File: src/rtl/uart_fifo_core.sv
// UART core: shared 16x oversample tick, TX/RX FSMs, TX/RX FIFOs with valid/ready,
// internal loopback and framing/overrun pulses.

module uart_fifo_core_fifo #(
    parameter int WIDTH = 8,
    parameter int DEPTH = 16,
    localparam int AW = $clog2(DEPTH),
    localparam int CW = $clog2(DEPTH + 1)
) (
    input  logic             clk,
    input  logic             rst,
    input  logic             wr_valid,
    output logic             wr_ready,
    input  logic [WIDTH-1:0] wr_data,
    output logic [WIDTH-1:0] rd_data,
    output logic             rd_valid,
    input  logic             rd_pop,
    output logic [CW-1:0]    count
);

    logic [WIDTH-1:0] mem [DEPTH];
    logic [AW-1:0]    wr_ptr;
    logic [AW-1:0]    rd_ptr;
    logic             wr_en;
    logic             rd_en;

    // A full FIFO refuses writes even when a pop lands in the same cycle.
    assign wr_ready = (count != CW'(DEPTH));
    assign rd_valid = (count != '0);
    assign wr_en    = wr_valid && wr_ready;
    assign rd_en    = rd_pop && rd_valid;
    assign rd_data  = mem[rd_ptr];

    always_ff @(posedge clk) begin
        if (wr_en) begin
            mem[wr_ptr] <= wr_data;
        end
    end

    always_ff @(posedge clk) begin
        if (rst) begin
            wr_ptr <= '0;
            rd_ptr <= '0;
            count  <= '0;
        end else begin
            if (wr_en) begin
                wr_ptr <= wr_ptr + 1'b1;
            end
            if (rd_en) begin
                rd_ptr <= rd_ptr + 1'b1;
            end
            case ({wr_en, rd_en})
                2'b10:   count <= count + 1'b1;
                2'b01:   count <= count - 1'b1;
                default: count <= count;
            endcase
        end
    end

endmodule

module uart_fifo_core #(
    parameter int DIVISOR    = 54,
    parameter int DATA_BITS  = 8,
    parameter int STOP_BITS  = 1,
    parameter int FIFO_DEPTH = 16
) (
    input  logic                               clk,
    input  logic                               rst,
    input  logic                               rx,
    output logic                               tx,
    input  logic                               loopback_en,
    input  logic [DATA_BITS-1:0]               tx_data,
    input  logic                               tx_valid,
    output logic                               tx_ready,
    output logic [DATA_BITS-1:0]               rx_data,
    output logic                               rx_valid,
    input  logic                               rx_ready,
    output logic [$clog2(FIFO_DEPTH+1)-1:0]    tx_count,
    output logic [$clog2(FIFO_DEPTH+1)-1:0]    rx_count,
    output logic                               tx_busy,
    output logic                               frame_err,
    output logic                               overrun
);

    localparam int DW = $clog2(DIVISOR);

    typedef enum logic [1:0] {TX_IDLE, TX_START, TX_DATA, TX_STOP} tx_state_t;
    typedef enum logic [1:0] {RX_IDLE, RX_START, RX_DATA, RX_STOP} rx_state_t;

    // ---------------- tick generator ----------------
    logic [DW-1:0] div_cnt;
    logic          tick;

    assign tick = (div_cnt == DW'(DIVISOR - 1));

    always_ff @(posedge clk) begin
        if (rst) begin
            div_cnt <= '0;
        end else if (tick) begin
            div_cnt <= '0;
        end else begin
            div_cnt <= div_cnt + 1'b1;
        end
    end

    // ---------------- TX FIFO ----------------
    logic [DATA_BITS-1:0] txf_head;
    logic                 txf_valid;
    logic                 tx_pop;

    uart_fifo_core_fifo #(
        .WIDTH (DATA_BITS),
        .DEPTH (FIFO_DEPTH)
    ) u_tx_fifo (
        .clk      (clk),
        .rst      (rst),
        .wr_valid (tx_valid),
        .wr_ready (tx_ready),
        .wr_data  (tx_data),
        .rd_data  (txf_head),
        .rd_valid (txf_valid),
        .rd_pop   (tx_pop),
        .count    (tx_count)
    );

    // ---------------- TX FSM ----------------
    tx_state_t            tx_state, tx_state_n;
    logic [3:0]           tx_os, tx_os_n;
    logic [3:0]           tx_bit, tx_bit_n;
    logic                 tx_stop, tx_stop_n;
    logic [DATA_BITS-1:0] tx_sh, tx_sh_n;
    logic                 tx_line_n;
    logic                 tx_serial;
    logic                 loop_q;

    always_comb begin
        tx_state_n = tx_state;
        tx_os_n    = tx_os;
        tx_bit_n   = tx_bit;
        tx_stop_n  = tx_stop;
        tx_sh_n    = tx_sh;
        tx_pop     = 1'b0;
        if (tick) begin
            case (tx_state)
                TX_IDLE: begin
                    if (txf_valid) begin
                        tx_pop     = 1'b1;
                        tx_sh_n    = txf_head;
                        tx_os_n    = '0;
                        tx_state_n = TX_START;
                    end
                end
                TX_START: begin
                    if (tx_os == 4'd15) begin
                        tx_os_n    = '0;
                        tx_bit_n   = '0;
                        tx_state_n = TX_DATA;
                    end else begin
                        tx_os_n = tx_os + 1'b1;
                    end
                end
                TX_DATA: begin
                    if (tx_os == 4'd15) begin
                        tx_os_n = '0;
                        tx_sh_n = tx_sh >> 1;
                        if (tx_bit == 4'(DATA_BITS - 1)) begin
                            tx_stop_n  = '0;
                            tx_state_n = TX_STOP;
                        end else begin
                            tx_bit_n = tx_bit + 1'b1;
                        end
                    end else begin
                        tx_os_n = tx_os + 1'b1;
                    end
                end
                TX_STOP: begin
                    if (tx_os == 4'd15) begin
                        tx_os_n = '0;
                        if (tx_stop == 1'(STOP_BITS - 1)) begin
                            // Chain straight into the next start bit when more data is queued.
                            if (txf_valid) begin
                                tx_pop     = 1'b1;
                                tx_sh_n    = txf_head;
                                tx_state_n = TX_START;
                            end else begin
                                tx_state_n = TX_IDLE;
                            end
                        end else begin
                            tx_stop_n = tx_stop + 1'b1;
                        end
                    end else begin
                        tx_os_n = tx_os + 1'b1;
                    end
                end
                default: tx_state_n = TX_IDLE;
            endcase
        end
    end

    always_comb begin
        case (tx_state_n)
            TX_START: tx_line_n = 1'b0;
            TX_DATA:  tx_line_n = tx_sh_n[0];
            default:  tx_line_n = 1'b1;
        endcase
    end

    // Serial line and pin are registered from next-state so the pin is glitch-free.
    always_ff @(posedge clk) begin
        if (rst) begin
            tx_state  <= TX_IDLE;
            tx_os     <= '0;
            tx_bit    <= '0;
            tx_stop   <= '0;
            tx_sh     <= '0;
            tx_serial <= 1'b1;
            tx        <= 1'b1;
            loop_q    <= 1'b0;
        end else begin
            tx_state  <= tx_state_n;
            tx_os     <= tx_os_n;
            tx_bit    <= tx_bit_n;
            tx_stop   <= tx_stop_n;
            tx_sh     <= tx_sh_n;
            tx_serial <= tx_line_n;
            tx        <= loopback_en ? 1'b1 : tx_line_n;
            loop_q    <= loopback_en;
        end
    end

    assign tx_busy = (tx_state != TX_IDLE);

    // ---------------- RX synchronizer ----------------
    logic rx_src;
    logic rx_s1, rx_s2, rx_prev;
    logic rx_fall;

    assign rx_src  = loop_q ? tx_serial : rx;
    assign rx_fall = rx_prev && !rx_s2;

    always_ff @(posedge clk) begin
        if (rst) begin
            rx_s1   <= 1'b1;
            rx_s2   <= 1'b1;
            rx_prev <= 1'b1;
        end else begin
            rx_s1   <= rx_src;
            rx_s2   <= rx_s1;
            rx_prev <= rx_s2;
        end
    end

    // ---------------- RX FSM ----------------
    rx_state_t            rx_state, rx_state_n;
    logic [3:0]           rx_os, rx_os_n;
    logic [3:0]           rx_bit, rx_bit_n;
    logic [DATA_BITS-1:0] rx_sh, rx_sh_n;
    logic                 rx_push;
    logic                 rxf_ready;
    logic                 ferr_n;
    logic                 ovr_n;

    always_comb begin
        rx_state_n = rx_state;
        rx_os_n    = rx_os;
        rx_bit_n   = rx_bit;
        rx_sh_n    = rx_sh;
        rx_push    = 1'b0;
        ferr_n     = 1'b0;
        ovr_n      = 1'b0;
        case (rx_state)
            RX_IDLE: begin
                if (rx_fall) begin
                    rx_os_n    = '0;
                    rx_state_n = RX_START;
                end
            end
            RX_START: begin
                if (tick) begin
                    if (rx_os == 4'd7) begin
                        rx_os_n    = '0;
                        rx_bit_n   = '0;
                        rx_state_n = rx_s2 ? RX_IDLE : RX_DATA;
                    end else begin
                        rx_os_n = rx_os + 1'b1;
                    end
                end
            end
            RX_DATA: begin
                if (tick) begin
                    if (rx_os == 4'd15) begin
                        rx_os_n = '0;
                        rx_sh_n = {rx_s2, rx_sh[DATA_BITS-1:1]};
                        if (rx_bit == 4'(DATA_BITS - 1)) begin
                            rx_state_n = RX_STOP;
                        end else begin
                            rx_bit_n = rx_bit + 1'b1;
                        end
                    end else begin
                        rx_os_n = rx_os + 1'b1;
                    end
                end
            end
            RX_STOP: begin
                if (tick) begin
                    if (rx_os == 4'd15) begin
                        // Only the first stop bit is checked; back to IDLE to re-sync early.
                        rx_os_n    = '0;
                        rx_state_n = RX_IDLE;
                        if (!rx_s2) begin
                            ferr_n = 1'b1;
                        end else if (rxf_ready) begin
                            rx_push = 1'b1;
                        end else begin
                            ovr_n = 1'b1;
                        end
                    end else begin
                        rx_os_n = rx_os + 1'b1;
                    end
                end
            end
            default: rx_state_n = RX_IDLE;
        endcase
    end

    always_ff @(posedge clk) begin
        if (rst) begin
            rx_state  <= RX_IDLE;
            rx_os     <= '0;
            rx_bit    <= '0;
            rx_sh     <= '0;
            frame_err <= 1'b0;
            overrun   <= 1'b0;
        end else begin
            rx_state  <= rx_state_n;
            rx_os     <= rx_os_n;
            rx_bit    <= rx_bit_n;
            rx_sh     <= rx_sh_n;
            frame_err <= ferr_n;
            overrun   <= ovr_n;
        end
    end

    // ---------------- RX FIFO ----------------
    uart_fifo_core_fifo #(
        .WIDTH (DATA_BITS),
        .DEPTH (FIFO_DEPTH)
    ) u_rx_fifo (
        .clk      (clk),
        .rst      (rst),
        .wr_valid (rx_push),
        .wr_ready (rxf_ready),
        .wr_data  (rx_sh),
        .rd_data  (rx_data),
        .rd_valid (rx_valid),
        .rd_pop   (rx_ready),
        .count    (rx_count)
    );

endmodule

File: config.mk
export PLATFORM = sky130hd
export DESIGN_NAME = uart_fifo_core
export DESIGN_NICKNAME = d
export VERILOG_FILES = /design/src/rtl/uart_fifo_core.sv
export SDC_FILE = /design/constraint.sdc
export NUM_CORES = 1
export LEC_CHECK = 0
export ABC_AREA = 1
export CORE_MARGIN = 5
export CORE_UTILIZATION = 30
export DETAILED_ROUTE_END_ITERATION = 8
export GPL_ROUTABILITY_DRIVEN = 0
export PLACE_DENSITY = 0.55
export SYNTH_ARGS = -nofsm -noshare
export SYNTH_HDL_FRONTEND = slang
export SYNTH_SLANG_ARGS = --single-unit
export TNS_END_PERCENT = 5
File: constraint.sdc
create_clock -name clk -period 3.23 [get_ports clk]
set_input_delay 0.646 -clock clk [delete_from_list [all_inputs] [get_ports clk]]
set_output_delay 0.646 -clock clk [all_outputs]
set_load 0.01 [all_outputs]
==> results of run 1 <==
[worst paths after layout]
kind	endpoint	slack, ns
worst max-delay path	rx_data[2]	0.07
worst min-delay path	rx_s2	0.42
worst max register to register	u_tx_fifo.count[4]	0.33
worst min register to register	rx_s2	0.42
[registers in the layout, indices dropped and copies added, names as in the netlist, 2 cells and up, named ones only]
| signal | cells |
|---|---|
| u_tx_fifo.count | 5 |
| u_rx_fifo.count | 5 |
| tx_sh | 8 |
| rx_bit | 4 |
| tx_os | 4 |
| tx_state | 2 |
| u_rx_fifo.wr_ptr | 4 |
| u_rx_fifo.mem | 128 |
| u_tx_fifo.rd_ptr | 4 |
| u_rx_fifo.rd_ptr | 4 |
| u_tx_fifo.wr_ptr | 4 |
| rx_os | 4 |
| rx_sh | 8 |
| div_cnt | 6 |
| tx_bit | 4 |
| u_tx_fifo.mem | 128 |
[cell type report]
cell class / instances / area [um^2] / share of cell area (%)
inverters: 170 / 644.4 / 3.741
clock inverters: 17 / 150.1 / 0.8718
repair buffers: 86 / 777.0 / 4.511
multi-input cells: 845 / 4425 / 25.70
flip-flops and latches: 340 / 9374 / 54.43
clock buffers: 53 / 1074 / 6.233
well taps: 622 / 778.2 / 4.519
[metrics by stage]
| step | TNS (ns) | utilization [%] | cell area [um^2] |
|---|---|---|---|
| after floorplan | 0 | - | 14670 |
| after global placement | 0 | 32.75 | 15930 |
| after detailed placement | 0 | 32.75 | 15930 |
| after CTS | 0 | 35.38 | 17210 |
| after global routing | -0.4101 | 35.40 | 17220 |
| final | 0 | 35.40 | 17220 |
[routing by layer]
metal  vias to the layer above  GRT usage [%]
li1                       4955              -
met1                      4653          18.17
met2                       217          19.91
met3                        52          2.315
met4                         0          4.049
met5                         -              0
[synth_stat cells (18+ instances only)]
cell type    n  area (um^2)
a21oi_1     75        375.4
buf_2       18        90.09
clkbuf_1    30        112.6
dfxtp_1     84         1682
edfxtp_1   256         7687
ha_1        28        350.3
inv_1      164        615.6
mux2i_1     32        320.3
nand2_1    286         1074
nand3_1    122        610.6
nor2_1     112        420.4
o211ai_1    37        277.8
o21ai_0     76        380.4
[power groups by stage]
stage | clock network (W) | registers [W] | logic (W)
CTS | 0.00433 | 0.00491 | 0.00178
floorplan | 0 | 0.00493 | 0.00110
detailed placement | 0 | 0.00503 | 0.00168
finish | 0.00420 | 0.00491 | 0.00178
global placement | 0 | 0.00502 | 0.00166
global route | 0.00453 | 0.00493 | 0.00199
[logic make-up (layout without fill, tap and decap cells)]
group                      Yosys count  after routing  synth area share [%]
buffers and inverters              225            326                 6.029
DFF                                340            340                 63.86
muxes                               32             32                 2.183
AOI/OAI and AO/OA                  216            216                 8.434
and+or+nand+nor                    555            555                 16.19
adders and majority gates           29             29                 2.524
xor gates and xnor gates            13             13                0.7761
[repair_timing]
action                                  in CTS  in global routing
buffers inserted                             4                  0
resized for setup                            1                  3
endpoints found under the setup margin       8                  9
pin swaps                                    0                  1
[worst register-to-register path, cell delays in order, from the launching register on]
cell     delay, ns
dfxtp_1       0.38
ha_1          0.22
nand3_2       0.20
o21ai_4       0.28
nand2_1       0.15
inv_2         0.13
ha_1          0.29
xor2_1        0.23
ha_1          0.18
a21o_1        0.11
nand2_1       0.05
o21ai_0       0.18
or2_2         0.14
nand2_1       0.05
o21ai_0       0.14
a21oi_1       0.05
==> run summary, run 1 <==
### Worst setup path
* **maximum net fanout on the critical path** 28
* **cell depth of the worst setup path** 6
* **dominant delay contributor by cell family on the critical path** buffers and inverters
* **CP Cell Sequence** buf_12 -> mux2i_1 -> o211ai_1 -> nand3_1 -> nand2_1 -> clkdlybuf4s50_1
* **Worst Path Required** 2.58 ns
* **Setup crit start kind** flop
* **Reg2Reg Launch Point** tx_os[0]
* **endpoint kind of the worst setup timing path** primary output
* **Register-to-Register Path Depth** 15
* **critical path type** flop to primary output
* **count of buffer and inverter cells on the critical path** 2
* **Critical-path top delay cell** dfxtp_4
* **longest individual stage delay on the worst path** 0.58 ns
* **WP data arrival** 2.51 ns

### Clocking
* **number of buffers inserted during clock tree synthesis** 39
* **# hold bufs at CTS** 0
* **maximum clock insertion buffer count** 3
* **number of H-tree levels** 2
* **TritonCTS sink count** 340
* **clock tree root driver cell** clkbuf_16
* **CTS tree** yes
* **clock-pin slew reported for the worst setup and hold paths after clock tree synthesis** 0.06 ns
* **Worst-Skew Late Latency** 0.54 ns

### Yosys
* **Syn Area/Cell** 10.41 um^2
* **number of different library cells in the post-synthesis netlist** 45
* **number of enable-type register cells in the synthesized netlist** 256
* **synthesized flop and latch total** 340
* **Mapped Cells** 1410
* **register area share after synthesis** 63.86%
* **ys async rst share** 0%
* **mapped cell area** 0.01467 mm^2
* **Syn. warnings** 0
* **primary flip-flop cell chosen by synthesis mapping** edfxtp_1
* **post-synthesis net count** 1453

### Route
* **remaining routing DRC violations** 0
* **vias after detailed routing** 9877
* **sum of routed wire length over all layers** 33700 um
* **DRC violation total after the first TritonRoute iteration** 709
* **mean routed wirelength per cell** 15.80 um
* **met3 routed WL** 1642 um
* **number of search-and-repair iterations in the first detailed-routing pass** 5
* **met1 layer wirelength in the final routing** 16190 um
* **Met2 Wirelength** 15040 um
* **highest metal layer with signal wires** met4
* **via-per-instance ratio** 4.631
* **antenna violation net count after detailed routing** 0

### Timing
* **period utilization** 97.74%
* **top achievable clock speed** 0.3168 GHz
* **total of endpoints with negative setup slack in the final report** 0
* **min cycle time layout** 3.157 ns
* **Final Hold Vio Count** 0
* **setup repair after global routing missed its margin** true
* **Slew Limit Headroom** 45.66%
* **Final Worst Setup Slack** 0.07305 ns
* **fin. max-slew vios** 0
* **Least-Margin Pin Slew** 0.8126 ns
* **final-layout worst hold slack** 0.4244 ns
* **clock skew after layout** 0.01750 ns

### Layout
* **layout cells sized above 1** 8.670%
* **Post-Layout Cell Count** 2133
* **diode count** 0
* **final net count** 1525
* **most frequent cells in the layout** 286 x nand2_1, 256 x edfxtp_1, 163 x inv_1, 122 x nand3_1, 112 x nor2_1
* **number of fillers in the final layout** 4826
* **synthesis-to-layout area growth** 17.39%
* **most common cell after layout, fill and taps aside** nand2_1

### Floorplanning
* **Die Height** 231.1 um
* **cell row count** 81
* **width of the die** 231.1 um
* **starting density of the core** 30.16%
* **core area** 0.04865 mm^2
* **count of boundary I/O pins** 38
* **total die area** 0.05343 mm^2

### Placed design
* **Post-Place Cells** 2059
* **total of buffers placed on input and output ports** 37
* **HPWL reported at the end of detailed placement** 21360 um
* **setup slack at placement** 0.3114 ns

### Power and ir drop
* **Max rail drop VDD** 0.3763 mV
* **sw power** 0.002871 W
* **Tot Pwr** 0.01088 W
* **internal power** 0.008013 W
* **clock network fraction of design power** 38.6%
* **pwr/cell area** 631.9 mW/mm^2
* **power share of the combinational group** 16.3%
* **Reg power frac** 45.1%
* **Net Sw Frac** 26.38%
* **leakage** 6.579 nW

### GRT
* **total global-route track usage** 12.78%
* **via count of the first global-routing pass** 9967
* **total gr overflow** 0
* **global-route wire length before repair** 54720 um
* **antenna violations before repair** 0
* **pin count of the biggest net entering global routing** 65

### Min path
* **HP Start** rx_s1
* **path category of the worst min-delay check** flop to flop
* **Cells on Worst Hold Path** 1

### Status
* **status** finished, final reports clean

### Run
* **Max Cap Violations** 0

(Power assumes the default switching activity.)
==> run 2: changes to the inputs <==
--- a/config.mk
+++ b/config.mk
@@ -10,6 +10,7 @@
 export CORE_UTILIZATION = 30
 export DETAILED_ROUTE_END_ITERATION = 8
 export GPL_ROUTABILITY_DRIVEN = 0
+export HOLD_SLACK_MARGIN = 0.06
 export PLACE_DENSITY = 0.55
 export SYNTH_ARGS = -nofsm -noshare
 export SYNTH_HDL_FRONTEND = slang
==> results of run 2 <==
Same layout as run 1: the final DEF is identical, and so are final timing and power.
